`src/rtl/d16_bus_pkg.sv`:
```
// Shared widths, arbiter state encoding and the per-master request bundle for the d16 system bus.
package d16_bus_pkg;
    localparam int ADDR_W = 16;
    localparam int DAT_W  = 16;
    localparam int HOLD_W = 8;

    typedef enum logic [1:0] {
        IDLE = 2'd0,
        GNT0 = 2'd1,
        GNT1 = 2'd2
    } arb_state_t;

    typedef struct packed {
        logic              cyc;
        logic              we;
        logic [ADDR_W-1:0] addr;
        logic [DAT_W-1:0]  dat;
    } req_t;
endpackage

```
`src/rtl/bus_arbiter_if.sv`:
```
// Both d16 master ports plus the shared bus side of the arbiter.
// The master modport drives requests; the slave modport is the arbiter's view.
interface bus_arbiter_if;
    import d16_bus_pkg::*;

    logic              i_m0_cyc;
    logic              i_m0_we;
    logic [ADDR_W-1:0] i_m0_addr;
    logic [DAT_W-1:0]  i_m0_dat;
    logic [DAT_W-1:0]  o_m0_dat;
    logic              o_m0_gnt;

    logic              i_m1_cyc;
    logic              i_m1_we;
    logic [ADDR_W-1:0] i_m1_addr;
    logic [DAT_W-1:0]  i_m1_dat;
    logic [DAT_W-1:0]  o_m1_dat;
    logic              o_m1_gnt;

    logic              o_wb_cyc;
    logic              o_wb_we;
    logic [ADDR_W-1:0] o_wb_addr;
    logic [DAT_W-1:0]  o_wb_dat;
    logic [DAT_W-1:0]  i_wb_dat;

    modport master (
        output i_m0_cyc, i_m0_we, i_m0_addr, i_m0_dat,
        output i_m1_cyc, i_m1_we, i_m1_addr, i_m1_dat,
        output i_wb_dat,
        input  o_m0_dat, o_m0_gnt, o_m1_dat, o_m1_gnt,
        input  o_wb_cyc, o_wb_we, o_wb_addr, o_wb_dat
    );

    modport slave (
        input  i_m0_cyc, i_m0_we, i_m0_addr, i_m0_dat,
        input  i_m1_cyc, i_m1_we, i_m1_addr, i_m1_dat,
        input  i_wb_dat,
        output o_m0_dat, o_m0_gnt, o_m1_dat, o_m1_gnt,
        output o_wb_cyc, o_wb_we, o_wb_addr, o_wb_dat
    );
endinterface

```
`src/rtl/arb_hold_timer.sv`:
```
// Counts contended cycles of the current grant; flags the cycle that must hand the bus over.
// Latency: count updates on the edge; o_expire is combinational from count and contention.
// No backpressure: clear has priority over increment, count saturates at 255.
module arb_hold_timer
    import d16_bus_pkg::*;
#(
    parameter int MAX_HOLD = 0
) (
    input  logic i_clk,
    input  logic i_reset,
    input  logic i_clear,
    input  logic i_contended,
    output logic o_expire
);
    // With MAX_HOLD=0 the limit wraps to 8'hFF but is masked off by the enable term.
    localparam logic [HOLD_W-1:0] LIMIT = HOLD_W'(MAX_HOLD - 1);

    logic [HOLD_W-1:0] count;

    always_ff @(posedge i_clk) begin
        if (i_reset || i_clear) begin
            count <= '0;
        end else if (i_contended && (count != {HOLD_W{1'b1}})) begin
            count <= count + 1'b1;
        end
    end

    assign o_expire = (MAX_HOLD != 0) && (count == LIMIT) && i_contended;
endmodule

```
`src/rtl/bus_arbiter.sv`:
```
// Two-master d16 bus arbiter; BUS_ARBITER_RR_EN selects round-robin ties, else m0 has priority.
// Latency: grant is registered, one cycle after cyc; bus mux and read data are combinational.
// No backpressure: a master stalls while its grant is low; MAX_HOLD bounds a contended hold.
module bus_arbiter
    import d16_bus_pkg::*;
#(
    parameter int MAX_HOLD = 0
) (
    input  logic           i_clk,
    input  logic           i_reset,
    bus_arbiter_if.slave   bus
);
    arb_state_t state;
    arb_state_t state_next;
    logic       last_gnt;
    logic       tie_to_m1;
    logic       contended;
    logic       expire;
    req_t       m0_req;
    req_t       m1_req;
    req_t       sel_req;

    assign m0_req = {bus.i_m0_cyc, bus.i_m0_we, bus.i_m0_addr, bus.i_m0_dat};
    assign m1_req = {bus.i_m1_cyc, bus.i_m1_we, bus.i_m1_addr, bus.i_m1_dat};

`ifdef BUS_ARBITER_RR_EN
    assign tie_to_m1 = ~last_gnt;
`else
    // last_gnt is still tracked here, fixed priority simply masks it out.
    assign tie_to_m1 = last_gnt & 1'b0;
`endif

    assign contended = ((state == GNT0) && bus.i_m1_cyc) ||
                       ((state == GNT1) && bus.i_m0_cyc);

    arb_hold_timer #(
        .MAX_HOLD (MAX_HOLD)
    ) u_timer (
        .i_clk       (i_clk),
        .i_reset     (i_reset),
        .i_clear     (state_next != state),
        .i_contended (contended),
        .o_expire    (expire)
    );

    always_ff @(posedge i_clk) begin
        if (i_reset) begin
            state    <= IDLE;
            last_gnt <= 1'b1;
        end else begin
            state <= state_next;
            if (state_next == GNT0) begin
                last_gnt <= 1'b0;
            end else if (state_next == GNT1) begin
                last_gnt <= 1'b1;
            end
        end
    end

    always_comb begin
        state_next = state;
        case (state)
            IDLE: begin
                if (bus.i_m0_cyc && bus.i_m1_cyc) begin
                    state_next = tie_to_m1 ? GNT1 : GNT0;
                end else if (bus.i_m0_cyc) begin
                    state_next = GNT0;
                end else if (bus.i_m1_cyc) begin
                    state_next = GNT1;
                end
            end
            GNT0: begin
                if (!bus.i_m0_cyc) begin
                    state_next = bus.i_m1_cyc ? GNT1 : IDLE;
                end else if (expire) begin
                    state_next = GNT1;
                end
            end
            GNT1: begin
                if (!bus.i_m1_cyc) begin
                    state_next = bus.i_m0_cyc ? GNT0 : IDLE;
                end else if (expire) begin
                    state_next = GNT0;
                end
            end
            default: state_next = IDLE;
        endcase
    end

    always_comb begin
        sel_req      = '0;
        bus.o_m0_dat = '0;
        bus.o_m1_dat = '0;
        case (state)
            GNT0: begin
                sel_req      = m0_req;
                bus.o_m0_dat = bus.i_wb_dat;
            end
            GNT1: begin
                sel_req      = m1_req;
                bus.o_m1_dat = bus.i_wb_dat;
            end
            default: ;
        endcase
    end

    assign bus.o_m0_gnt  = (state == GNT0);
    assign bus.o_m1_gnt  = (state == GNT1);
    assign bus.o_wb_cyc  = sel_req.cyc;
    assign bus.o_wb_we   = sel_req.we;
    assign bus.o_wb_addr = sel_req.addr;
    assign bus.o_wb_dat  = sel_req.dat;
endmodule

```
`src/flat_wrapper.sv`:
```
// flat-port wrapper written by rule: the top's interface ports become plain ports
module bus_arbiter_flat import d16_bus_pkg::*;
#(
    parameter int MAX_HOLD = 0
)
  (i_clk, i_reset, bus_i_m0_cyc, bus_i_m0_we, bus_i_m0_addr, bus_i_m0_dat, bus_i_m1_cyc, bus_i_m1_we, bus_i_m1_addr, bus_i_m1_dat, bus_i_wb_dat, bus_o_m0_dat, bus_o_m0_gnt, bus_o_m1_dat, bus_o_m1_gnt, bus_o_wb_cyc, bus_o_wb_we, bus_o_wb_addr, bus_o_wb_dat);
  bus_arbiter_if bus_i ();
  input  logic i_clk;
  input  logic i_reset;
  input wire logic [$bits(bus_i.i_m0_cyc)-1:0] bus_i_m0_cyc;
  input wire logic [$bits(bus_i.i_m0_we)-1:0] bus_i_m0_we;
  input wire logic [$bits(bus_i.i_m0_addr)-1:0] bus_i_m0_addr;
  input wire logic [$bits(bus_i.i_m0_dat)-1:0] bus_i_m0_dat;
  input wire logic [$bits(bus_i.i_m1_cyc)-1:0] bus_i_m1_cyc;
  input wire logic [$bits(bus_i.i_m1_we)-1:0] bus_i_m1_we;
  input wire logic [$bits(bus_i.i_m1_addr)-1:0] bus_i_m1_addr;
  input wire logic [$bits(bus_i.i_m1_dat)-1:0] bus_i_m1_dat;
  input wire logic [$bits(bus_i.i_wb_dat)-1:0] bus_i_wb_dat;
  output wire logic [$bits(bus_i.o_m0_dat)-1:0] bus_o_m0_dat;
  output wire logic [$bits(bus_i.o_m0_gnt)-1:0] bus_o_m0_gnt;
  output wire logic [$bits(bus_i.o_m1_dat)-1:0] bus_o_m1_dat;
  output wire logic [$bits(bus_i.o_m1_gnt)-1:0] bus_o_m1_gnt;
  output wire logic [$bits(bus_i.o_wb_cyc)-1:0] bus_o_wb_cyc;
  output wire logic [$bits(bus_i.o_wb_we)-1:0] bus_o_wb_we;
  output wire logic [$bits(bus_i.o_wb_addr)-1:0] bus_o_wb_addr;
  output wire logic [$bits(bus_i.o_wb_dat)-1:0] bus_o_wb_dat;
  assign bus_i.i_m0_cyc = bus_i_m0_cyc;
  assign bus_i.i_m0_we = bus_i_m0_we;
  assign bus_i.i_m0_addr = bus_i_m0_addr;
  assign bus_i.i_m0_dat = bus_i_m0_dat;
  assign bus_i.i_m1_cyc = bus_i_m1_cyc;
  assign bus_i.i_m1_we = bus_i_m1_we;
  assign bus_i.i_m1_addr = bus_i_m1_addr;
  assign bus_i.i_m1_dat = bus_i_m1_dat;
  assign bus_i.i_wb_dat = bus_i_wb_dat;
  assign bus_o_m0_dat = bus_i.o_m0_dat;
  assign bus_o_m0_gnt = bus_i.o_m0_gnt;
  assign bus_o_m1_dat = bus_i.o_m1_dat;
  assign bus_o_m1_gnt = bus_i.o_m1_gnt;
  assign bus_o_wb_cyc = bus_i.o_wb_cyc;
  assign bus_o_wb_we = bus_i.o_wb_we;
  assign bus_o_wb_addr = bus_i.o_wb_addr;
  assign bus_o_wb_dat = bus_i.o_wb_dat;
  bus_arbiter #(.MAX_HOLD(MAX_HOLD)) u_core (.i_clk(i_clk), .i_reset(i_reset), .bus(bus_i));
endmodule
```
`config.mk`:
```
export PLATFORM = sky130hd
export DESIGN_NAME = bus_arbiter_flat
export DESIGN_NICKNAME = d
export VERILOG_FILES = /design/src/rtl/d16_bus_pkg.sv /design/src/rtl/bus_arbiter_if.sv /design/src/rtl/arb_hold_timer.sv /design/src/rtl/bus_arbiter.sv /design/src/flat_wrapper.sv
export SDC_FILE = /design/constraint.sdc
export NUM_CORES = 1
export LEC_CHECK = 0
export ABC_AREA = 1
export CAP_MARGIN = 40
export CORE_MARGIN = 4
export CORE_UTILIZATION = 25
export CTS_CLUSTER_DIAMETER = 100
export DETAILED_ROUTE_END_ITERATION = 16
export PLACE_DENSITY = 0.88
export SLEW_MARGIN = 20
export SYNTH_ARGS = -nofsm -noshare
export SYNTH_HDL_FRONTEND = slang
export SYNTH_SLANG_ARGS = --single-unit
export TNS_END_PERCENT = 30
```
`constraint.sdc`:
```
create_clock -name i_clk -period 3.75 [get_ports i_clk]
set_input_delay 0.375 -clock i_clk [delete_from_list [all_inputs] [get_ports i_clk]]
set_output_delay 0.375 -clock i_clk [all_outputs]
set_load 0.05 [all_outputs]
```
==> flow_summary.json, run 1 <==
{
  "initial_core_util": 0.266,
  "p_sw_uw": 513,
  "synthCells": 208,
  "cp.required_ns": 3.38,
  "largest-register": "u_core.state",
  "p_int_uw": 361,
  "yosys_warnings": 0,
  "grt_first_pass_wirelength_mm": 7.33,
  "reg_top3": "u_core.state x2",
  "leakage_uw": 0.00117,
  "hpwl_mm": 4.09,
  "hold_buffers": 0,
  "routedWlPerCell_um": 12.4,
  "area_growth_syn_to_layout_pct": 155,
  "cp-end-kind": "output pin",
  "swShare": 0.587,
  "outcome": "completed",
  "final_antenna_net_count": 0,
  "cts_made_buffers": 3,
  "synth_seq_area_share": 0.0403,
  "comb_power_share": 0.867,
  "power.share.clock": 0.099,
  "die_height_um": 71.1,
  "grt_setup_unrepaired": "no",
  "crit_arrival_ns": 2.41,
  "fin_crit_sh": 0.743,
  "grt_usage": 0.178,
  "syn-cell-area_um2": 995,
  "cts_tree": "built",
  "hold_path_class": "reg2reg",
  "layout_min_cycle_time_ns": 2.79,
  "clock-sinks": 2,
  "antenna_found_initial": 0,
  "synth_nets": 299,
  "core_area_mm2": 0.00374,
  "die_w_um": 71.1,
  "htreeDepth": 1,
  "fin_skew_ns": 0.00144,
  "clock_latency_ns": 0.21,
  "firstDrtPassIters": 4,
  "max_slew_margin": 0.560,
  "drc": 0,
  "drive_gt1_frac": 0.0340,
  "fmaxAchievable_mhz": 359,
  "p_seq_frac": 0.034,
  "peakVddDrop_v": 0.000276,
  "setup_viol_count_final": 0,
  "wl_mm": 4.98,
  "drt_iter0_drc": 61,
  "largest_reg_flops": 2,
  "grt_max_degree": 53,
  "io_buffers": 153,
  "setup-tns-final_ns": 0,
  "gr-total-overflow": 0,
  "finalWeightedCongestion": 0.837,
  "setup_ws_ns": 0.963,
  "avgViaCountPerCell": 4.23,
  "yosysUniqueCellTypes": 15,
  "num_vias": 1695,
  "crit_path_start_kind": "flip-flop",
  "diodes": 0,
  "syn_avg_cell_area_um2": 4.78,
  "drv_slew": 0,
  "critPathMaxFanout": 28,
  "post_cts_buffers": 0,
  "hold_viol": 0,
  "cts_buffer_depth": 2,
  "ctsResizeCount": 0,
  "synth-seq-cells": 2,
  "path_class": "reg2out",
  "clock-root-buffer": "clkbuf_8",
  "row_count": 22,
  "power_density_mw_per_mm2": 344,
  "dieArea_mm2": 0.00505,
  "pin_count": 154,
  "drv_cap": 0,
  "clkTransAtPathRegs_ns": 0.03,
  "fin_nets": 446,
  "tightest_slew_ns": 0.661,
  "grt_pass1_vias": 1549,
  "dp_worst_setup_slack_ns": 1.15
}
## cell usage after synthesis
library cell | instances | area share
nand2_1 | 103 | 0.39
inv_1 | 37 | 0.14
a21oi_1 | 34 | 0.17
buf_2 | 7 | 0.035
buf_6 | 7 | 0.079
ha_1 | 5 | 0.063
nor2_1 | 4 | 0.015
nand2_4 | 3 | 0.034
dfxtp_1 | 2 | 0.040
clkinv_1 | 1 | 0.0038
inv_4 | 1 | 0.0063
nand2_2 | 1 | 0.0063
nand3_1 | 1 | 0.0050
nand3b_1 | 1 | 0.0075
o21ai_1 | 1 | 0.0050
## critical path: stages (launching register included)
cell,delay [ns]
dfxtp_1,0.38
inv_1,0.11
ha_1,0.29
clkinv_1,0.16
buf_4,0.28
a21oi_1,0.16
clkdlybuf4s50_1,0.82
## layer usage
metal | global-route usage | wire length (um) | vias up
li1 | - | - | 901
met1 | 0.191 | 1910 | 705
met2 | 0.338 | 2560 | 77
met3 | 0.0355 | 396 | 12
met4 | 0.0647 | 120 | 0
met5 | 0 | 0 | -
## path summary, 6_finish.rpt
path / start / endpoint / slack, ns / depth (start not counted)
setup reg to reg: u_core.state[0] / u_core.state[1] / 2.16 / 9
setup / recovery: u_core.state[0] / bus_o_wb_addr[10] / 0.96 / 6
hold / removal: u_core.state[0] / u_core.state[0] / 0.57 / 3
hold reg to reg: u_core.state[0] / u_core.state[0] / 0.57 / 3
## cell type report
type	instances	area, um2
multi-input cells	153	694
flip-flops and latches	2	40.0
fillers	325	1200
well taps	48	60.1
inverters	39	149
repair buffers	156	1550
clock buffers	3	41.3
## per-stage QoR
stage               utilization  instances  total power [uW]  hold slack (ns)  cell area [um2]
detailed placement        0.667        398               792            0.571             2500
CTS                       0.678        401               882            0.575             2540
global route              0.678        401               925            0.640             2540
floorplan                     -        208               530            0.526              995
finish                    0.678        401               874            0.570             2540
global placement          0.667        398               785            0.561             2500
## power groups by stage
| stage | Combinational, uW | Sequential [uW] | Clock (uW) |
|---|---|---|---|
| 3_5_place_dp | 762 | 30.0 | 0 |
| 5_1_grt | 803 | 30.3 | 92.0 |
| 4_1_cts | 764 | 29.7 | 87.7 |
| 6_report | 758 | 29.8 | 86.4 |
| 3_3_place_gp | 755 | 29.5 | 0 |
| 2_1_floorplan | 501 | 28.9 | 0 |
## cell usage in the layout (no fill, tap or decap)
| cell | instances |
|---|---|
| nand3_1 | 1 |
| a21oi_1 | 34 |
| buf_4 | 3 |
| clkinv_1 | 1 |
| dfxtp_1 | 2 |
| inv_4 | 1 |
| nand2_4 | 3 |
| o21ai_1 | 1 |
| clkbuf_8 | 3 |
| nand2_2 | 1 |
| ha_1 | 4 |
| nand2_1 | 103 |
| nor2_1 | 4 |
| inv_1 | 37 |
| nand3b_1 | 1 |
| ha_2 | 1 |
| clkdlybuf4s50_1 | 153 |
## kinds of logic (layout without fill, tap and decap cells)
family | after synthesis | in the layout | synth area share
compound gates | 35 | 35 | 0.176
fa+ha+maj | 5 | 5 | 0.0629
buf+inv | 53 | 198 | 0.264
flops | 2 | 2 | 0.0403
simple gates | 113 | 113 | 0.457
Note: power is estimated with default switching activity, not from simulation.
==> inputs of run 2 (changes only) <==
--- a/config.mk
+++ b/config.mk
@@ -8,10 +8,10 @@
 export ABC_AREA = 1
 export CAP_MARGIN = 40
 export CORE_MARGIN = 4
-export CORE_UTILIZATION = 25
+export CORE_UTILIZATION = 21
 export CTS_CLUSTER_DIAMETER = 100
 export DETAILED_ROUTE_END_ITERATION = 16
-export PLACE_DENSITY = 0.88
+export PLACE_DENSITY = 0.79
 export SLEW_MARGIN = 20
 export SYNTH_ARGS = -nofsm -noshare
 export SYNTH_HDL_FRONTEND = slang
==> constraint.sdc (replaced) <==
create_clock -name i_clk -period 2.4 [get_ports i_clk]
set_input_delay 0.24 -clock i_clk [delete_from_list [all_inputs] [get_ports i_clk]]
set_output_delay 0.24 -clock i_clk [all_outputs]
set_load 0.05 [all_outputs]
==> run 2 against run 1 <==
Compared with the run above:
- largest cell class unchanged
- global-route usage is 0.13 points lower
- largest power group unchanged
- wire length is 8.3% higher
- final area is 21% higher
- sequential cell count stayed put
- clock-buffer cell count stayed put
- worst setup slack worse by 0.59 ns
- die area is 17% higher
- clock skew hardly changed
==> flow_summary.json, run 2 (synthesized netlist as in run 1, its figures left out) <==
{
  "largest-register": "u_core.state",
  "fin_nets": 449,
  "final_common_cell": "nand2_1",
  "crit_chain": "inv_1, ha_1, buf_12, nand2_1, a21oi_1, buf_12",
  "setup_viol_count_final": 0,
  "path_class": "reg2out",
  "total_power_uw": 1650,
  "grt_usage": 0.176,
  "clock_latency_ns": 0.22,
  "p_sw_uw": 871,
  "grt_pass1_vias": 1636,
  "peakVddDrop_v": 0.000315,
  "max_slew_margin": 0.748,
  "grt_first_pass_wirelength_mm": 8.45,
  "clkTransAtPathRegs_ns": 0.03,
  "p_int_uw": 779,
  "hpwl_mm": 4.61,
  "tightest_slew_ns": 0.378,
  "routedWlPerCell_um": 13.2,
  "fin_util": 0.684,
  "layout_min_cycle_time_ns": 2.03,
  "drv_cap": 0,
  "core_area_mm2": 0.00447,
  "drc": 0,
  "fmaxAchievable_mhz": 492,
  "leakage_uw": 0.00147,
  "initial_core_util": 0.222,
  "cts_buffer_depth": 2,
  "hold_buffers": 0,
  "dieArea_mm2": 0.00590,
  "firstDrtPassIters": 4,
  "crit_path_start_kind": "flip-flop",
  "highest_layer": "met4",
  "fin_skew_ns": 0.00126,
  "swShare": 0.528,
  "setup-tns-final_ns": 0,
  "die_height_um": 76.8,
  "htreeDepth": 1,
  "outcome": "completed",
  "drt_iter0_drc": 64,
  "power_density_mw_per_mm2": 539,
  "met1Wirelength_mm": 2.02,
  "largest_reg_flops": 2,
  "fin_crit_sh": 0.847,
  "grt_setup_unrepaired": "no",
  "clock-sinks": 2,
  "most-common-layout-cells": "nand2_1 (103), clkdlybuf4s50_1 (85), buf_12 (53)",
  "diodes": 0,
  "die_w_um": 76.8,
  "crit_arrival_ns": 1.79,
  "wl_mm": 5.39,
  "cts_tree": "built",
  "wl_met2_mm": 2.99,
  "worst_path_max_delay_cell": "ha_1",
  "finalWeightedCongestion": 0.821,
  "grt_max_degree": 34,
  "cp.required_ns": 2.16,
  "ctsResizeCount": 0,
  "gr-total-overflow": 0,
  "cts_made_buffers": 3,
  "routed-wl-met3_um": 337,
  "final_antenna_net_count": 0,
  "hold_path_class": "reg2reg",
  "comb_power_share": 0.889,
  "drive_gt1_frac": 0.233,
  "fin_cells": 408,
  "io_buffers": 153,
  "critPathMaxFanout": 25,
  "area_growth_syn_to_layout_pct": 208,
  "avgViaCountPerCell": 4.18,
  "clock-root-buffer": "clkbuf_8",
  "num_vias": 1706,
  "cpMostUsedCell": "buf_12",
  "post_cts_buffers": 0,
  "hold_viol": 0,
  "p_seq_frac": 0.028,
  "drv_slew": 0,
  "cp-end-kind": "output pin",
  "place_inst": 405,
  "slowest_delay_ns": 0.40,
  "row_count": 24,
  "reg_top3": "u_core.state x2",
  "pin_count": 154,
  "antenna_found_initial": 0,
  "power.share.clock": 0.083
}
run 2: power groups by stage:
stage	Clock, uW	Combinational, uW	Sequential [uW]
final	137	1470	46.3
after global routing	149	1540	47.5
after CTS	141	1480	46.5
after detailed placement	0	1470	46.9
after global placement	0	1460	46.2
after floorplan	0	783	45.1
run 2: worst paths after layout:
| check | slack [ns] | cells after the start | end | start |
|---|---|---|---|---|
| setup / recovery | 0.37 | 6 | bus_o_wb_addr[8] | u_core.state[0] |
| hold / removal | 0.59 | 3 | u_core.state[0] | u_core.state[0] |
| setup reg to reg | 0.95 | 10 | u_core.state[1] | u_core.state[1] |
| hold reg to reg | 0.59 | 3 | u_core.state[0] | u_core.state[0] |
run 2: metal layers:
metal | vias to the layer above | track usage
met5 | - | 0
met2 | 61 | 0.341
met4 | 0 | 0.0380
met1 | 733 | 0.197
li1 | 908 | -
met3 | 4 | 0.0316
run 2: layout make-up:
class                           instances  area [um2]
Inverter                               39         149
Multi-Input combinational cell        153         694
Clock buffer                            3        41.3
Timing Repair Buffer                  159        2070
Sequential cell                         2        40.0
Tap cell                               52        65.1
Fill cell                             356        1420
run 2: worst max-delay path, delay by kind of cell (launching register included):
family                     cells  cell delay [ns]
AOI/OAI and AO/OA              1             0.24
and+or+nand+nor                1             0.07
DFF                            1             0.33
adders and majority gates      1             0.40
buffers and inverters          3             0.53
run 2: through the flow:
step / worst slack [ns] / hold slack (ns) / instance area (um2)
floorplan: 0.0960 / 0.395 / 995
global placement: 0.625 / 0.553 / 3020
detailed placement: 0.577 / 0.590 / 3020
CTS: 0.343 / 0.598 / 3060
global route: 0.212 / 0.666 / 3060
finish: 0.368 / 0.587 / 3060
